File: config.mk
export PLATFORM = sky130hd
export DESIGN_NAME = multi_data_sink
export DESIGN_NICKNAME = d
export VERILOG_FILES = /design/src/rtl/multi_data_sink.sv
export SDC_FILE = /design/constraint.sdc
export NUM_CORES = 2
export LEC_CHECK = 0
export ABC_AREA = 1
export CAP_MARGIN = 20
export CORE_AREA = 2 2 476 478
export DETAILED_ROUTE_END_ITERATION = 8
export DIE_AREA = 0 0 478 480
export MAX_ROUTING_LAYER = met4
export SETUP_SLACK_MARGIN = 0.5
export SLEW_MARGIN = 20
export SYNTH_ARGS = -nofsm -noshare
export SYNTH_HDL_FRONTEND = slang
export SYNTH_SLANG_ARGS = --single-unit
File: constraint.sdc
create_clock -name clk -period 8.6 [get_ports clk]
set_input_delay 1.72 -clock clk [delete_from_list [all_inputs] [get_ports clk]]
set_output_delay 1.72 -clock clk [all_outputs]
set_load 0.005 [all_outputs]
File: src/rtl/multi_data_sink.sv
// ---------------------------------------------------------------------------
// multi_data_sink
//
// Per-stream configurable data sink. A shared config handshake pushes one
// 2-bit mode per stream into small per-stream queues. The head mode of each
// queue decides how the stream's current transaction is handled:
//   00 DISCARD        : beats are dropped, only a keep-less last beat is sent
//   01 FORWARD        : beats pass through unchanged
//   10 DISCARD_REPORT : as DISCARD, plus the dropped element count is reported
//   11                : treated as DISCARD
// The queue head pops on the accepted last beat of the transaction.
//
// Ports
//   clk, rst_n                      clock, synchronous active-low reset
//   cfg_valid/cfg_ready/cfg_mode    config push (mode of stream s at [2s+1:2s])
//   in_valid/in_ready/in_last       per-stream input handshake
//   in_data/in_keep                 per-stream input payload
//   out_valid/out_ready/out_last    per-stream output handshake
//   out_data/out_keep               per-stream output payload
//   stat_valid/stat_ready           per-stream drop-report handshake
//   stat_count                      32-bit dropped-element count per stream
// ---------------------------------------------------------------------------
module multi_data_sink #(
  parameter int NUM_STREAMS  = 4,
  parameter int NUM_ELEMENTS = 4,
  parameter int DATA_WIDTH   = 32,
  parameter int CFG_DEPTH    = 4,
  parameter int OUT_REG      = 1
) (
  input  logic                                      clk,
  input  logic                                      rst_n,
  input  logic                                      cfg_valid,
  output logic                                      cfg_ready,
  input  logic [2*NUM_STREAMS-1:0]                  cfg_mode,
  input  logic [NUM_STREAMS-1:0]                    in_valid,
  output logic [NUM_STREAMS-1:0]                    in_ready,
  input  logic [NUM_STREAMS-1:0]                    in_last,
  input  logic [NUM_STREAMS*NUM_ELEMENTS*DATA_WIDTH-1:0] in_data,
  input  logic [NUM_STREAMS*NUM_ELEMENTS-1:0]       in_keep,
  output logic [NUM_STREAMS-1:0]                    out_valid,
  input  logic [NUM_STREAMS-1:0]                    out_ready,
  output logic [NUM_STREAMS-1:0]                    out_last,
  output logic [NUM_STREAMS*NUM_ELEMENTS*DATA_WIDTH-1:0] out_data,
  output logic [NUM_STREAMS*NUM_ELEMENTS-1:0]       out_keep,
  output logic [NUM_STREAMS-1:0]                    stat_valid,
  input  logic [NUM_STREAMS-1:0]                    stat_ready,
  output logic [32*NUM_STREAMS-1:0]                 stat_count
);

  localparam int BEAT_W = NUM_ELEMENTS * DATA_WIDTH;
  localparam int PTR_W  = (CFG_DEPTH > 1) ? $clog2(CFG_DEPTH) : 1;
  localparam int CNT_W  = PTR_W + 1;

  // Config is accepted only when every queue has room, so all queues push
  // together and never overflow.
  logic [NUM_STREAMS-1:0] q_full;
  logic                   cfg_push;

  assign cfg_ready = ~|q_full;
  assign cfg_push  = cfg_valid && cfg_ready;

  for (genvar gi = 0; gi < NUM_STREAMS; gi++) begin : g_stream
    // ---------------- config queue ----------------
    logic [1:0]       q_mem [CFG_DEPTH];
    logic [PTR_W-1:0] q_wr_ptr_reg;
    logic [PTR_W-1:0] q_rd_ptr_reg;
    logic [CNT_W-1:0] q_count_reg;
    logic             q_empty;
    logic             q_pop;
    logic [1:0]       head_mode;
    logic             is_fwd;
    logic             is_rep;

    assign q_empty     = (q_count_reg == '0);
    assign q_full[gi]  = (q_count_reg == CNT_W'(CFG_DEPTH));
    assign head_mode   = q_mem[q_rd_ptr_reg];
    assign is_fwd      = (head_mode == 2'b01);
    assign is_rep      = (head_mode == 2'b10);

    always_ff @(posedge clk) begin
      if (cfg_push) begin
        q_mem[q_wr_ptr_reg] <= cfg_mode[2*gi +: 2];
      end
    end

    always_ff @(posedge clk) begin
      if (!rst_n) begin
        q_wr_ptr_reg <= '0;
        q_rd_ptr_reg <= '0;
        q_count_reg  <= '0;
      end else begin
        if (cfg_push) q_wr_ptr_reg <= q_wr_ptr_reg + 1'b1;
        if (q_pop)    q_rd_ptr_reg <= q_rd_ptr_reg + 1'b1;
        q_count_reg <= q_count_reg + CNT_W'(cfg_push) - CNT_W'(q_pop);
      end
    end

    // ---------------- input side ----------------
    logic              in_valid_s;
    logic              in_last_s;
    logic [BEAT_W-1:0] in_data_s;
    logic [NUM_ELEMENTS-1:0] in_keep_s;

    assign in_valid_s = in_valid[gi];
    assign in_last_s  = in_last[gi];
    assign in_data_s  = in_data[gi*BEAT_W +: BEAT_W];
    assign in_keep_s  = in_keep[gi*NUM_ELEMENTS +: NUM_ELEMENTS];

    logic        stat_valid_reg;
    logic [31:0] stat_count_reg;
    logic [31:0] drop_cnt_reg;
    logic        stat_free;

    // The report slot is free if empty or being drained this very cycle.
    assign stat_free = !stat_valid_reg || stat_ready[gi];

    logic                    stage_valid;
    logic                    stage_ready;
    logic                    stage_push;
    logic                    in_ready_s;
    logic                    accept;
    logic [NUM_ELEMENTS-1:0] stage_keep;
    logic                    stage_last;

    always_comb begin
      stage_valid = 1'b0;
      in_ready_s  = 1'b0;
      if (!q_empty) begin
        if (is_fwd) begin
          stage_valid = in_valid_s;
          in_ready_s  = stage_ready;
        end else if (!in_last_s) begin
          // Dropped beats are swallowed without touching the output.
          in_ready_s = 1'b1;
        end else if (is_rep) begin
          stage_valid = in_valid_s && stat_free;
          in_ready_s  = stage_ready && stat_free;
        end else begin
          stage_valid = in_valid_s;
          in_ready_s  = stage_ready;
        end
      end
    end

    assign accept       = in_valid_s && in_ready_s;
    assign q_pop        = accept && in_last_s;
    assign stage_push   = stage_valid && stage_ready;
    assign stage_keep   = is_fwd ? in_keep_s : '0;
    assign stage_last   = is_fwd ? in_last_s : 1'b1;
    assign in_ready[gi] = in_ready_s;

    // ---------------- drop counter and report ----------------
    logic [31:0] keep_pop;
    logic [32:0] sum_wide;
    logic [31:0] sum_sat;

    always_comb begin
      keep_pop = '0;
      for (int i = 0; i < NUM_ELEMENTS; i++) begin
        keep_pop = keep_pop + 32'(in_keep_s[i]);
      end
    end

    assign sum_wide = {1'b0, drop_cnt_reg} + {1'b0, keep_pop};
    assign sum_sat  = sum_wide[32] ? 32'hFFFF_FFFF : sum_wide[31:0];

    always_ff @(posedge clk) begin
      if (!rst_n) begin
        drop_cnt_reg   <= '0;
        stat_valid_reg <= 1'b0;
        stat_count_reg <= '0;
      end else begin
        if (accept && !is_fwd) begin
          drop_cnt_reg <= in_last_s ? 32'd0 : sum_sat;
        end
        if (accept && !is_fwd && in_last_s && is_rep) begin
          stat_valid_reg <= 1'b1;
          stat_count_reg <= sum_sat;
        end else if (stat_ready[gi]) begin
          stat_valid_reg <= 1'b0;
        end
      end
    end

    assign stat_valid[gi]            = stat_valid_reg;
    assign stat_count[gi*32 +: 32]   = stat_count_reg;

    // ---------------- output stage ----------------
    if (OUT_REG != 0) begin : g_skid
      // Two-entry buffer: ready depends only on occupancy, so there is no
      // combinational path from out_ready back to in_ready.
      logic [BEAT_W-1:0]       sb_data_reg [2];
      logic [NUM_ELEMENTS-1:0] sb_keep_reg [2];
      logic                    sb_last_reg [2];
      logic                    sb_wr_ptr_reg;
      logic                    sb_rd_ptr_reg;
      logic [1:0]              sb_count_reg;
      logic                    sb_pop;

      assign stage_ready = (sb_count_reg != 2'd2);
      assign sb_pop      = (sb_count_reg != 2'd0) && out_ready[gi];

      always_ff @(posedge clk) begin
        if (stage_push) begin
          sb_data_reg[sb_wr_ptr_reg] <= in_data_s;
          sb_keep_reg[sb_wr_ptr_reg] <= stage_keep;
          sb_last_reg[sb_wr_ptr_reg] <= stage_last;
        end
      end

      always_ff @(posedge clk) begin
        if (!rst_n) begin
          sb_wr_ptr_reg <= 1'b0;
          sb_rd_ptr_reg <= 1'b0;
          sb_count_reg  <= 2'd0;
        end else begin
          if (stage_push) sb_wr_ptr_reg <= ~sb_wr_ptr_reg;
          if (sb_pop)     sb_rd_ptr_reg <= ~sb_rd_ptr_reg;
          sb_count_reg <= sb_count_reg + 2'(stage_push) - 2'(sb_pop);
        end
      end

      assign out_valid[gi]                          = (sb_count_reg != 2'd0);
      assign out_data[gi*BEAT_W +: BEAT_W]          = sb_data_reg[sb_rd_ptr_reg];
      assign out_keep[gi*NUM_ELEMENTS +: NUM_ELEMENTS] = sb_keep_reg[sb_rd_ptr_reg];
      assign out_last[gi]                           = sb_last_reg[sb_rd_ptr_reg];
    end else begin : g_pass
      assign stage_ready                            = out_ready[gi];
      assign out_valid[gi]                          = stage_valid;
      assign out_data[gi*BEAT_W +: BEAT_W]          = in_data_s;
      assign out_keep[gi*NUM_ELEMENTS +: NUM_ELEMENTS] = stage_keep;
      assign out_last[gi]                           = stage_last;
    end
  end

endmodule

After elaboration in Yosys (flattened, before gate mapping):

Memories as Yosys holds them, arrays and structs flattened. A register that Yosys moved wholly into a read port is not among the register bits.
Index checks and enable logic that the tools add are counted.

* bits in registers: 304
* bits in writable memories: 1096
* input port bits: 555
* logic and storage cells: 277
* memories: 16

Memory list
* g_stream[0].g_skid.sb_data_reg: depth 2, bits a word 128, rd ports 1, clocked after memory_dff 1, wr ports 1, RTL line 192 `logic [BEAT_W-1:0] sb_data_reg [2];`
* g_stream[1].g_skid.sb_data_reg: depth 2, bits a word 128, rd ports 1, clocked after memory_dff 1, wr ports 1, RTL line 192
* g_stream[2].g_skid.sb_data_reg: depth 2, bits a word 128, rd ports 1, clocked after memory_dff 1, wr ports 1, RTL line 192
* g_stream[3].g_skid.sb_data_reg: depth 2, bits a word 128, rd ports 1, clocked after memory_dff 1, wr ports 1, RTL line 192
* g_stream[0].g_skid.sb_keep_reg: depth 2, bits a word 4, rd ports 1, clocked after memory_dff 1, wr ports 1, RTL line 193 `logic [NUM_ELEMENTS-1:0] sb_keep_reg [2];`
* g_stream[0].q_mem: depth 4, bits a word 2, rd ports 1, clocked after memory_dff 1, wr ports 1, RTL line 64 `logic [1:0] q_mem [CFG_DEPTH];`
* 10 more memories

* add/sub/neg operators: 40
* eq/ne operators: 16
* multiplexer cells: 98
* bitwise gates (word level): 8
* reduce and logical (&&, ||, !) cells: 63

Operator list (count)
* $mux 32: 8
* $add 32x4->33: 4
* $mux 1: 78
* $logic_and 1x1->1: 37
* $add 2x1->2 const B: 8
* $add 3x1->4: 4
* $mux 2: 8
* $mux 4: 4
* $reduce_bool 2->1: 8
* $add 2x1->3: 4
* $add 3x1->3: 4
* $eq 3x3->1 const B: 4
* $logic_not 3->1: 4
* $sub 3x1->3: 4
* $logic_not 1->1: 9
* $add 1x1->2: 4
* $add 2x1->2: 4
* $eq 2x1->1 const B: 4
* $eq 2x2->1 const B: 4
* $ne 2x2->1 const B: 4
* $not 1->1: 8
* $sub 2x1->2: 4
* $logic_or 1x1->1: 4
* $reduce_or 4->1: 1

Logic depth before layout (Yosys ltp):

* depth in word-level cells: 12
* gate-level depth with buffers: 18
* mapped depth without buffers: 18

Worst setup path before layout:

Ideal clock, no wire load.

* path type: in2reg
* start point: in in_valid[1]
* end point: mem g_stream[1].g_skid.sb_data_reg[1][0] (netlist bit), enable pin
* data arrival time: 7.891 ns
* setup slack: 0.081 ns
* cell stages on the path: 6
* path buffers: 0
* cells stage by stage: inv_1 nor2_1 nand2_1 nor2_1 inv_1 nor2_1

* word-level cells in the longest chain between the ends: 8

RTL lines
* from (decl): RTL line 35 `input logic [NUM_STREAMS-1:0] in_valid,`
* $logic_and 1x1->1: RTL line 136 `stage_valid = in_valid_s && stat_free;`
* $mux 1: RTL line 135 `end else if (is_rep) begin`
* $mux 1: RTL line 132 `end else if (!in_last_s) begin`
* $mux 1 (*): RTL line 129 `if (is_fwd) begin`
* $mux 1 (*): RTL line 128 `if (!q_empty) begin`
* $logic_and 1x1->1 (*): RTL line 147 `assign stage_push = stage_valid && stage_ready;`
* via g_stream[1].stage_push: RTL line 119 `logic stage_push;`
* $mux 1 (*): RTL line 204 `if (stage_push) begin`
* $mux 1 (implied by the code) (*): RTL line 205 `sb_data_reg[sb_wr_ptr_reg] <= in_data_s;`
* to (decl): RTL line 192

The timed path passes the listed nets; every way through them passes the cells marked *.

Worst setup path in the final report:

* start point: in stat_ready[0]
* end point: out in_ready[0]

* word-level cells in the longest chain between the ends: 6

RTL lines
* from (decl): RTL line 46 `input logic [NUM_STREAMS-1:0] stat_ready,`
* $logic_or 1x1->1: RTL line 115 `assign stat_free = !stat_valid_reg || stat_ready[gi];`
* $logic_and 1x1->1: RTL line 137 `in_ready_s = stage_ready && stat_free;`
* $mux 1: RTL line 135
* $mux 1: RTL line 132
* $mux 1: RTL line 129
* $mux 1: RTL line 128
* to (decl): RTL line 36 `output logic [NUM_STREAMS-1:0] in_ready,`

No other way between the ends.

==> flow_metrics.tcl <==
set metrics [dict create \
    startpoint_type "primary input" \
    vdd.ir_drop.worst_mv 0.188 \
    critical_path.max_fanout 2 \
    worstHoldPathType "flip-flop to flip-flop" \
    fmaxAchievable_ghz 0.174 \
    crit_slowest_cell "sky130_fd_sc_hd__nor2_1" \
    floorplan.initialDensity 0.254 \
    first_global_vias 38565 \
    leakage_nw 27.2 \
    critPathMostFrequentCell "sky130_fd_sc_hd__clkdlybuf4s50_1" \
    slew_violations 0 \
    postCtsResizedCells 0 \
    synth_flop_cell "sky130_fd_sc_hd__edfxtp_1" \
    fp.dieH_um 480 \
    yosysWarningCount 0 \
    timing.setup.critical_path_class "primary input to primary output" \
    gp_routability_congestion 0.938 \
    largest_reg_flops 1024 \
    placement_rows 174 \
    track_usage 0.175 \
    drtAntennaViolNets 0 \
    global_route.overflow_total 0 \
    clock_sinks 1412 \
    wl_per_cell_um 22.5 \
    cap_violations 0 \
    vias_per_cell 4.36 \
    final-setup-viol-count 0 \
    buffer_ports.inserted 1227 \
    timing.critical_path.to_type "primary output" \
    final_util 0.348 \
    seq_area_frac_synth 0.689 \
    grt_pass1_wl_um 282000 \
    finalSetupTns_ns 0 \
    area_added_between_synthesis_and_finish_pct 37.0 \
    timing.clock.skew_ns 0.0542 \
    run_status "finished clean" \
    final.period_utilization 0.669 \
    syn-cell-area_um2 56900 \
    synth.net_count 5171 \
    finalWorstPathRequiredPeriod_ns 5.76 \
    antenna_found_initial 39 \
    clk_root_buffer_cell "sky130_fd_sc_hd__clkbuf_16" \
    totalWireLength_um 202000 \
    grt_max_degree 135 \
    yosys_register_bits 1412 \
    clkSlewWorstSetupHoldPaths_ns 0.05 \
    number_of_library_cell_types_mapped_by_synthesis 37 \
    rsz0062_at_grt "false" \
    clock_network_latency_to_the_later_pin_of_the_worst_skew_pair_ns 0.83 \
    io-pin-count 1228 \
    dpl.hpwl_um 150000 \
    htreeDepth 4 \
    pwr_density_cell_nw_per_um2 274 \
    nNetsFinal 6419 \
    cpPeakStageDelay_ns 0.87 \
    tightestPinTransition_ns 1.16 \
    critPathArrivalTime_ns 4.04 \
    layout-drive-gt1-share 0.144 \
    cts_setup_buffers 0 \
    final.hold.worst_slack_ns 0.442 \
    drt_iter0_markers 2366 \
    route.detailed.drc 0 \
    vias 39079 \
    clock_tree_from_tritoncts "done" \
    synthCells 4564 \
    core_area_um2 224000 \
    count_of_flip_flops_with_a_built_in_enable_after_synthesis 1096 \
    async_reset_ff_frac 0 \
    clk_path_buf_depth 3 \
    post_synth.cell_area_avg_um2 12.5 \
    finalHoldViolations 0 \
    floorplan.die_area_um2 229000 \
    cts-buffers-inserted 162 \
    1st_pass_router_iterations 5 \
    endpoint_required_time_on_the_critical_path_ns 6.88 \
    die-width_um 478 \
    max_slew_margin 0.225 \
    crit_path_cell_trace "clkdlybuf4s50_1 -> nor2_1 -> inv_1 -> nand2_1 -> nand3b_1 -> a31oi_1 -> clkdlybuf4s50_1" \
    post_cts_hold_fix_bufs 0 \
]
[stage by stage]
| stage | power (mW) | setup slack [ns] | cell area (µm²) | std cells |
|---|---|---|---|---|
| after global placement | 14.5 | 2.70 | 72500 | 8640 |
| after CTS | 21.7 | 2.86 | 78000 | 8937 |
| after detailed placement | 14.6 | 2.64 | 72500 | 8640 |
| after global routing | 22.3 | 2.81 | 78000 | 8953 |
| after floorplan | 11.2 | 2.33 | 57000 | 4564 |
| final | 21.3 | 2.84 | 78000 | 8953 |
[per-layer routing]
| metal | part of all wire | vias up | GRT usage |
|---|---|---|---|
| met4 | 0.026 | 0 | 0.0482 |
| met1 | 0.43 | 19345 | 0.215 |
| met5 | 0 | - | - |
| met3 | 0.067 | 284 | 0.0446 |
| met2 | 0.48 | 1259 | 0.284 |
| li1 | - | 18191 | - |
[layout by cell type, fill, tap and decap left out, types with 26 or more instances in the layout]
master / synthesis / routed
sky130_fd_sc_hd__xor2_1: 29 / 29
sky130_fd_sc_hd__dfxtp_1: 316 / 312
sky130_fd_sc_hd__nor2_1: 498 / 491
sky130_fd_sc_hd__clkdlybuf4s50_1: 0 / 1226
sky130_fd_sc_hd__edfxtp_1: 1096 / 1096
sky130_fd_sc_hd__clkbuf_16: 0 / 163
sky130_fd_sc_hd__nand3_1: 221 / 220
sky130_fd_sc_hd__clkbuf_1: 71 / 32
sky130_fd_sc_hd__nand3b_1: 26 / 26
sky130_fd_sc_hd__nand2_1: 914 / 911
sky130_fd_sc_hd__ha_1: 36 / 36
sky130_fd_sc_hd__inv_1: 360 / 355
sky130_fd_sc_hd__nor3_1: 45 / 45
sky130_fd_sc_hd__clkinv_1: 0 / 34
sky130_fd_sc_hd__mux2_2: 532 / 532
sky130_fd_sc_hd__a21oi_1: 167 / 167
sky130_fd_sc_hd__o21ai_0: 52 / 52
[synth_stat cells (5+ instances only)]
cell,count,share of area
sky130_fd_sc_hd__a21oi_1,167,0.015
sky130_fd_sc_hd__buf_1,5,0.00033
sky130_fd_sc_hd__buf_2,72,0.0063
sky130_fd_sc_hd__buf_4,19,0.0025
sky130_fd_sc_hd__clkbuf_1,71,0.0047
sky130_fd_sc_hd__dfxtp_1,316,0.11
sky130_fd_sc_hd__edfxtp_1,1096,0.58
sky130_fd_sc_hd__fa_1,16,0.0056
sky130_fd_sc_hd__ha_1,36,0.0079
sky130_fd_sc_hd__inv_1,360,0.024
sky130_fd_sc_hd__inv_2,9,0.00059
sky130_fd_sc_hd__mux2_2,532,0.11
sky130_fd_sc_hd__nand2_1,914,0.060
sky130_fd_sc_hd__nand3_1,221,0.019
sky130_fd_sc_hd__nand3b_1,26,0.0034
sky130_fd_sc_hd__nand4_1,23,0.0025
sky130_fd_sc_hd__nor2_1,498,0.033
sky130_fd_sc_hd__nor3_1,45,0.0040
sky130_fd_sc_hd__o21ai_0,52,0.0046
sky130_fd_sc_hd__or2_2,14,0.0015
sky130_fd_sc_hd__xnor2_1,9,0.0014
sky130_fd_sc_hd__xor2_1,29,0.0045
[cell type report]
type                       instances  area (µm²)
tap                             2992        3740
sequential                      1412       39300
fill                           21923      146000
multi-input combinational       2610       15500
timing repair buffer            1257       12600
clock buffer                     199        4250
inverter                         369        1400
clock inverter                    98        1180
antenna                           16        40.0
[final timing paths]
kind | startpoint | to | slack (ns) | cells past startpoint
worst max-delay path | stat_ready[0] | in_ready[0] | 2.84 | 7
worst min-delay path | g_stream[0].g_skid.sb_rd_ptr_reg$_SDFFE_PN0P_ | flip-flop | 0.44 | 1
worst max register to register | g_stream[0].stat_valid_reg$_SDFFE_PN0P_ | g_stream[0].q_count_reg[2]$_SDFF_PN0_ | 5.04 | 13
worst min register to register | g_stream[0].g_skid.sb_rd_ptr_reg$_SDFFE_PN0P_ | flip-flop | 0.44 | 1
[cell families after synthesis]
| family | Yosys count | synth area share |
|---|---|---|
| AND/OR/NAND/NOR | 1761 | 0.127 |
| flip-flops | 1412 | 0.689 |
| buffers and inverters | 542 | 0.0391 |
| multiplexers | 532 | 0.105 |
| AO/OA/AOI/OAI | 227 | 0.0202 |
| adder cells (fa/ha/maj) | 52 | 0.0135 |
| XOR/XNOR | 38 | 0.00584 |
[report_power, final]
group | internal [mW] | switching (mW) | total (mW)
logic | 2.83 | 2.82 | 5.66
registers | 8.34 | 0.358 | 8.69
clock network | 4.02 | 2.96 | 6.99
total | 15.2 | 6.15 | 21.3
[critical path: cells and delay by family]
| kind | cells | cell delay [ns] |
|---|---|---|
| compound gates | 1 | 0.10 |
| simple gates | 3 | 1.08 |
| buf+inv | 3 | 1.12 |
(Power assumes the default switching activity.)
